### config.mk
export PLATFORM = sky130hd
export DESIGN_NAME = board_mem_ctl
export DESIGN_NICKNAME = d
export VERILOG_FILES = /design/src/rtl/board_pkg.sv /design/src/rtl/board_addr_dec.sv /design/src/rtl/board_mem_ctl.sv
export SDC_FILE = /design/constraint.sdc
export NUM_CORES = 1
export LEC_CHECK = 0
export CAP_MARGIN = 20
export CORE_ASPECT_RATIO = 0.9
export CORE_MARGIN = 2
export CORE_UTILIZATION = 41
export CTS_CLUSTER_SIZE = 28
export DETAILED_ROUTE_END_ITERATION = 12
export GPL_TIMING_DRIVEN = 0
export HOLD_SLACK_MARGIN = 0.06
export PLACE_DENSITY = 0.79
export SYNTH_ARGS = -nofsm -noshare
export SYNTH_HDL_FRONTEND = slang
export SYNTH_SLANG_ARGS = --single-unit
### constraint.sdc
create_clock -name ph1 -period 3.68 [get_ports ph1]
set_clock_uncertainty 0.15 [all_clocks]
set_input_delay 1.104 -clock ph1 [delete_from_list [all_inputs] [get_ports ph1]]
set_output_delay 1.104 -clock ph1 [all_outputs]
set_load 0.02 [all_outputs]
### src/rtl/board_pkg.sv
// ---------------------------------------------------------------------------
// board_pkg
// Shared types for the N x N game-board store and its address decoder.
//   cell_e      : 2-bit cell code (EMPTY 00, RSVD 01, P2 10, P1 11)
//   wr_err_e    : write status returned alongside wr_done
//   ctl_state_e : controller state (RUN accepts writes, CLEAR sweeps cells)
//   is_player() : true for the two codes that may be written to a cell
// ---------------------------------------------------------------------------
package board_pkg;

    typedef enum logic [1:0] {
        EMPTY = 2'b00,
        RSVD  = 2'b01,
        P2    = 2'b10,
        P1    = 2'b11
    } cell_e;

    typedef enum logic [1:0] {
        OK       = 2'b00,
        BADADDR  = 2'b01,
        OCCUPIED = 2'b10,
        BADSTATE = 2'b11
    } wr_err_e;

    typedef enum logic {
        RUN   = 1'b0,
        CLEAR = 1'b1
    } ctl_state_e;

    // Both player codes have the MSB set; EMPTY and RSVD do not.
    function automatic logic is_player(input logic [1:0] code);
        return code[1];
    endfunction

endpackage

### src/rtl/board_addr_dec.sv
// ---------------------------------------------------------------------------
// board_addr_dec
// Linear cell index to one-hot write enable for an N x N board.
// Ports:
//   addr_i   [ADDR_W-1:0]  row-major cell index, 0 = upper-left
//   onehot_o [N*N-1:0]     one bit per cell; all zero when addr_i >= N*N
// ---------------------------------------------------------------------------
module board_addr_dec
    import board_pkg::*;
#(
    parameter int N      = 3,
    parameter int ADDR_W = 4
) (
    input  logic [ADDR_W-1:0] addr_i,
    output logic [N*N-1:0]    onehot_o
);

    // Indices past the last cell match no comparator, so the vector is
    // naturally all zero for out-of-range addresses.
    generate
        for (genvar gi = 0; gi < N*N; gi++) begin : g_dec
            assign onehot_o[gi] = (addr_i == ADDR_W'(gi));
        end
    endgenerate

endmodule

### src/rtl/board_mem_ctl.sv
// ---------------------------------------------------------------------------
// board_mem_ctl
// Parametrised N x N game-board store with a valid/ready write port,
// per-write status, move counter, full flag and a sequenced clear sweep.
// Optional feature macro: BOARD_UNDO_EN (adds undo_req and a one-entry
// last-move register).
// Ports:
//   ph1        in   system clock, rising edge
//   reset      in   asynchronous active-low reset
//   clr_req    in   start clear sweep (sampled in RUN)
//   undo_req   in   undo last successful move (BOARD_UNDO_EN only)
//   wr_valid   in   write request
//   wr_ready   out  write can be accepted this cycle
//   wr_addr    in   linear cell index, row-major
//   wr_state   in   cell code to write
//   wr_done    out  one-cycle pulse after an accepted write
//   wr_err     out  status qualified by wr_done
//   rd_addr    in   random read index
//   rd_state   out  cell code at rd_addr, 00 when out of range
//   game_board out  packed board, cell i at [2i+1:2i], bits swapped
//   move_cnt   out  number of occupied cells
//   board_full out  move_cnt == N*N
//   busy       out  clear sweep in progress
// ---------------------------------------------------------------------------
module board_mem_ctl
    import board_pkg::*;
#(
    parameter int N      = 3,
    parameter int ADDR_W = 4,
    parameter int CNT_W  = 4
) (
    input  logic                ph1,
    input  logic                reset,
    input  logic                clr_req,
`ifdef BOARD_UNDO_EN
    input  logic                undo_req,
`endif
    input  logic                wr_valid,
    output logic                wr_ready,
    input  logic [ADDR_W-1:0]   wr_addr,
    input  logic [1:0]          wr_state,
    output logic                wr_done,
    output logic [1:0]          wr_err,
    input  logic [ADDR_W-1:0]   rd_addr,
    output logic [1:0]          rd_state,
    output logic [2*N*N-1:0]    game_board,
    output logic [CNT_W-1:0]    move_cnt,
    output logic                board_full,
    output logic                busy
);

    localparam int                CELLS    = N*N;
    localparam logic [CNT_W-1:0]  CNT_FULL = CNT_W'(CELLS);
    localparam logic [ADDR_W-1:0] LAST_IDX = ADDR_W'(CELLS-1);

    ctl_state_e          state_q;
    logic [ADDR_W-1:0]   sweep_ptr_q;
    logic [CNT_W-1:0]    move_cnt_q;
    logic                wr_done_q;
    logic [1:0]          wr_err_q;
    logic [1:0]          cells_q [CELLS];
    logic [1:0]          cells_d [CELLS];

    logic [CELLS-1:0]    wr_onehot;
    logic [CELLS-1:0]    undo_mask;
    logic [1:0]          cur_cell;
    logic                addr_ok;
    logic                undo_hold;
    logic                undo_fire;
    logic                accept;
    logic                wr_ok;
    wr_err_e             err_d;

    board_addr_dec #(
        .N      (N),
        .ADDR_W (ADDR_W)
    ) u_dec (
        .addr_i   (wr_addr),
        .onehot_o (wr_onehot)
    );

    assign addr_ok = |wr_onehot;

    // ---------------------------------------------------------------------
    // Optional undo: one-entry record of the last successful write.
    // ---------------------------------------------------------------------
`ifdef BOARD_UNDO_EN
    logic [ADDR_W-1:0] last_addr_q;
    logic              last_vld_q;

    // undo_req blocks writes in RUN even when there is nothing to undo;
    // clr_req still wins over an undo in the same cycle.
    assign undo_hold = (state_q == RUN) && undo_req;
    assign undo_fire = undo_hold && last_vld_q && !clr_req;

    generate
        for (genvar gi = 0; gi < CELLS; gi++) begin : g_undo
            assign undo_mask[gi] = (last_addr_q == ADDR_W'(gi));
        end
    endgenerate
`else
    assign undo_hold = 1'b0;
    assign undo_fire = 1'b0;
    assign undo_mask = '0;
`endif

    assign wr_ready = (state_q == RUN) && !clr_req && !undo_hold;
    assign accept   = wr_valid && wr_ready;

    // Current contents of the addressed cell (EMPTY when out of range).
    always_comb begin
        cur_cell = EMPTY;
        for (int i = 0; i < CELLS; i++) begin
            if (wr_onehot[i]) begin
                cur_cell = cells_q[i];
            end
        end
    end

    // Status priority: address, then cell code, then occupancy.
    always_comb begin
        err_d = OK;
        if (!addr_ok) begin
            err_d = BADADDR;
        end else if (!is_player(wr_state)) begin
            err_d = BADSTATE;
        end else if (cur_cell != EMPTY) begin
            err_d = OCCUPIED;
        end
    end

    assign wr_ok = accept && (err_d == OK);

    // Next-state of every cell: sweep clear, undo clear, or a good write.
    always_comb begin
        for (int i = 0; i < CELLS; i++) begin
            cells_d[i] = cells_q[i];
            if ((state_q == CLEAR) && (sweep_ptr_q == ADDR_W'(i))) begin
                cells_d[i] = EMPTY;
            end else if (undo_fire && undo_mask[i]) begin
                cells_d[i] = EMPTY;
            end else if (wr_ok && wr_onehot[i]) begin
                cells_d[i] = wr_state;
            end
        end
    end

    always_ff @(posedge ph1 or negedge reset) begin
        if (!reset) begin
            for (int i = 0; i < CELLS; i++) begin
                cells_q[i] <= EMPTY;
            end
        end else begin
            cells_q <= cells_d;
        end
    end

    // ---------------------------------------------------------------------
    // Control FSM with registered status and counter.
    // ---------------------------------------------------------------------
    always_ff @(posedge ph1 or negedge reset) begin
        if (!reset) begin
            state_q     <= RUN;
            sweep_ptr_q <= '0;
            move_cnt_q  <= '0;
            wr_done_q   <= 1'b0;
            wr_err_q    <= OK;
`ifdef BOARD_UNDO_EN
            last_addr_q <= '0;
            last_vld_q  <= 1'b0;
`endif
        end else begin
            wr_done_q <= accept;
            wr_err_q  <= accept ? err_d : OK;
            case (state_q)
                RUN: begin
                    if (clr_req) begin
                        state_q     <= CLEAR;
                        sweep_ptr_q <= '0;
`ifdef BOARD_UNDO_EN
                        last_vld_q  <= 1'b0;
`endif
                    end else if (undo_fire) begin
                        move_cnt_q  <= move_cnt_q - CNT_W'(1);
`ifdef BOARD_UNDO_EN
                        last_vld_q  <= 1'b0;
`endif
                    end else if (wr_ok) begin
                        if (move_cnt_q != CNT_FULL) begin
                            move_cnt_q <= move_cnt_q + CNT_W'(1);
                        end
`ifdef BOARD_UNDO_EN
                        last_addr_q <= wr_addr;
                        last_vld_q  <= 1'b1;
`endif
                    end else if (accept) begin
`ifdef BOARD_UNDO_EN
                        last_vld_q  <= 1'b0;
`endif
                    end
                end
                CLEAR: begin
                    // clr_req is not looked at here, so holding it cannot
                    // restart the sweep.
                    if (sweep_ptr_q == LAST_IDX) begin
                        state_q     <= RUN;
                        sweep_ptr_q <= '0;
                        move_cnt_q  <= '0;
                    end else begin
                        sweep_ptr_q <= sweep_ptr_q + ADDR_W'(1);
                    end
                end
                default: state_q <= RUN;
            endcase
        end
    end

    // ---------------------------------------------------------------------
    // Outputs
    // ---------------------------------------------------------------------
    // The win checker expects each cell's two code bits swapped.
    generate
        for (genvar gi = 0; gi < CELLS; gi++) begin : g_board
            assign game_board[2*gi]   = cells_q[gi][1];
            assign game_board[2*gi+1] = cells_q[gi][0];
        end
    endgenerate

    always_comb begin
        rd_state = EMPTY;
        for (int i = 0; i < CELLS; i++) begin
            if (rd_addr == ADDR_W'(i)) begin
                rd_state = cells_q[i];
            end
        end
    end

    assign wr_done    = wr_done_q;
    assign wr_err     = wr_err_q;
    assign move_cnt   = move_cnt_q;
    assign board_full = (move_cnt_q == CNT_FULL);
    assign busy       = (state_q == CLEAR);

endmodule
==> metrics.md <==
| Metric | Value |
|---|---|
| Final instance area | 2322 um2 |
| Syn avg cell area | 9.350 um2 |
| DRC | 0 |
| Count of final hold-check violations | 0 |
| Reg-to-Reg Start | busy$_DFF_PN0_ |
| CP Cell Sequence | clkbuf_4, mux4_2, nor2b_1, a211oi_2, a221oi_1, buf_2 |
| Die Span Y | 65.79 um |
| # nets final | 255 |
| Fin util | 0.5700 |
| Sink Count | 30 |
| # H-tree levels | 2 |
| Total core area | 4074 um2 |
| Post-route worst setup slack | 0.06382 ns |
| WL final | about 4500 um |
| Critical path's slowest cell | mux4_2 |
| Max_slew headroom | 0.5240 |
| Main flop type after synthesis | dfrtp_1 |
| Final HPWL DP | 3344 um |
| Status | completed |
| Yosys top cell area share | 0.4317 |
| Worst vdd ir | 0.0002805 V |
| Vias in the first global route | 1452 |
| Pre-CTS setup slack | -0.6254 ns |
| Cell taking the most area after synthesis | dfrtp_1 |
| Crit-path leading delay family | multiplexers |
| Mapped cell area | roughly 1700 um2 |
| Post-Syn Instances | between 150 and 200 |
| N_diodes | 0 |
| Cell Count, Final, Fillers Out | approximately 280 |
| Largest net degree at the start of global routing | 19 |
| GRT Util Overall | 0.1955 |
| CP startpoint | rd_addr[0] |
| Post-DP Area | 2237 um2 |
| Root buf cell | clkbuf_8 |
| Worst setup EP type | primary output |
| Synthesis Warnings | 0 |
| Hold Path End | move_cnt[3]$_DFFE_PN0P_ |
| TritonRoute pass-1 iters | 4 |
| CP arrival | roughly 2.4 ns |
| Worst Hold Class | register to register |
| Synth async-reset ratio | 1.000 |
| RR Endpoint | game_board[6]$_DFFE_PN0P_ |
| Placed insts | 276 |
| CP Max Fanout | 8 |
| Io pins | between 40 and 50 |
| Setup crit start kind | primary input |
| Clk pin slew, worst setup/hold paths | 0.06 ns |
| Netlist cell types | 39 |
| Main area contributors after synthesis | dfrtp_1 (43%), o21ai_0 (5.2%), nand2_1 (5.0%), ha_1 (4.3%), nand3_1 (4.0%) |
| Clock latency at the later pin of the worst-skew pair | 0.27 ns |
| Hold path depth | 1 |
| TritonCTS buffer count | 5 |
| PD cells | approximately 480 nW/um2 |
| P_leak | 0.0009584 uW |
| First-pass GRT wire length | just over 7000 um |
| Vias/cell | approximately 5.7 |
| Syn nets | 206 |
| Flop2flop setup slack | approximately 1.5 ns |
| Min Tclk post-route | approximately 3.6 ns |
| Initial antenna violation count | 0 |
| Post-CTS setup buffers | 0 |
| Die Wd | roughly 73 um |
| DR vias | 1615 |
| Most common cell in the netlist | dfrtp_1 |
| Initial DRC count | approximately 120 |
| Hold path start | move_cnt[3]$_DFFE_PN0P_ |
| Fin Hold WS | approximately 0.36 ns |
| Die ar. | 4779 um2 |
| Area delta synth->final | 33.53% |
| Most frequent cells after synthesis | dfrtp_1 (30), nand2_1 (23), o21ai_0 (18), nand3_1 (14), nor2_1 (14) |
| Unrepaired setup endpoints after global routing | no |
| Clock Tree Buf Depth | 2 |
| Worst Reg-to-Reg Cells | 6 |
| Sequential fraction of the synthesis area | 0.4317 |
| Final period util | 0.9827 |
| CP bufs+invs | 2 |
| Final setup fails | 0 |
| Routed WL per cell | between 15 and 20 um |
| Final slew viol count | 0 |
| Proportion of layout cells with a drive suffix above 1 | 0.08936 |
| Post-DRT Antenna Nets | 0 |
| CP Class | primary input to primary output |
| Initial Util | 0.4269 |
| Cell depth of the worst setup path | 6 |
| EDFF count, synth | 0 |
| GPL Wtd Cong | 0.8644 |
| Achievable Freq | 276.5 MHz |
| Port bufs | 41 |
| Cell Rows | 22 |
| Max_cap viols | 0 |
| GR Overflow Total | 0 |
| Post-synthesis register bit count | 30 |
| Worst-margin pin slew | 0.7118 ns |
| Worst EP required | 2.43 ns |
| CP peak stage delay | roughly 0.5 ns |
| CTS tree | done |
-- stage by stage --
stage / setup TNS [ns] / power [uW]
6_report: 0 / 1116
5_1_grt: 0 / 1194
4_1_cts: 0 / 1122
3_5_place_dp: -1.408 / 877.0
3_3_place_gp: -1.357 / 861.5
2_1_floorplan: 0 / 711.3
-- cell type report --
type,instances,area (um2)
plain buffers,7,45.04
clock buffers,7,76.32
inverters,4,15.01
flip-flops and latches,30,750.7
well taps,48,60.06
fillers,372,1752
repair buffers,42,430.4
multi-input cells,145,944.7
-- worst register-to-register path: cells and delay by family (launching register included) --
family                 cells  cell delay, ns
buffers and inverters      1            0.23
flip-flops                 1            0.37
AO/OA/AOI/OAI              1            0.23
AND/OR/NAND/NOR            4            1.14
-- placed cells by master, fill, tap and decap left out, drive strengths merged, types with 3 or more instances in the layout --
cell,n
nor2b,9
inv,4
clkbuf,11
a31oi,11
nand3,15
nor2,14
and2,3
nand3b,3
clkdlybuf4s50,37
o21ai,18
ha,6
a21oi,8
buf,6
dfrtp,30
mux4,3
nand2,23
mux2i,4
nor3,3
-- state kept, by name (all words and copies together), names as in the netlist --
register / count
busy: 1
game_board: 18
move_cnt: 4
sweep_ptr_q: 4
wr_done: 1
wr_err: 2
-- metal layers --
layer | part of all wire | global-route usage
met5 | 0 | 0
met4 | 0.0088 | 0.03472
met3 | 0.052 | 0.04878
met2 | 0.46 | 0.3011
met1 | 0.47 | 0.2820
-- report_power, final --
group / internal, uW / total [uW] / switching, uW
clock network: 130 / 242 / 112
logic: 180 / 435 / 255
registers: 382 / 440 / 57.8
total: 692 / 1120 / 425
-- cells by family after synthesis --
kind of cell	synth area share
AND/OR/NAND/NOR	0.2281
AO/OA/AOI/OAI	0.2029
flip-flops	0.4317
buffers and inverters	0.03237
multiplexers	0.06187
adder cells (fa/ha/maj)	0.04316
-- worst max-delay path by stage --
stage                       end  slack (ns)
detailed placement  rd_state[0]       -0.63
global route        rd_state[0]        0.01
finish              rd_state[0]        0.06
global placement    rd_state[0]       -0.61
CTS                    wr_ready        0.01
floorplan           rd_state[1]        0.02
-- what timing repair did --
action,CTS,global route
hold buffers,0,0
gates resized for setup,15,3
setup endpoints to repair,3,3
Note: power is estimated with default switching activity, not from simulation.
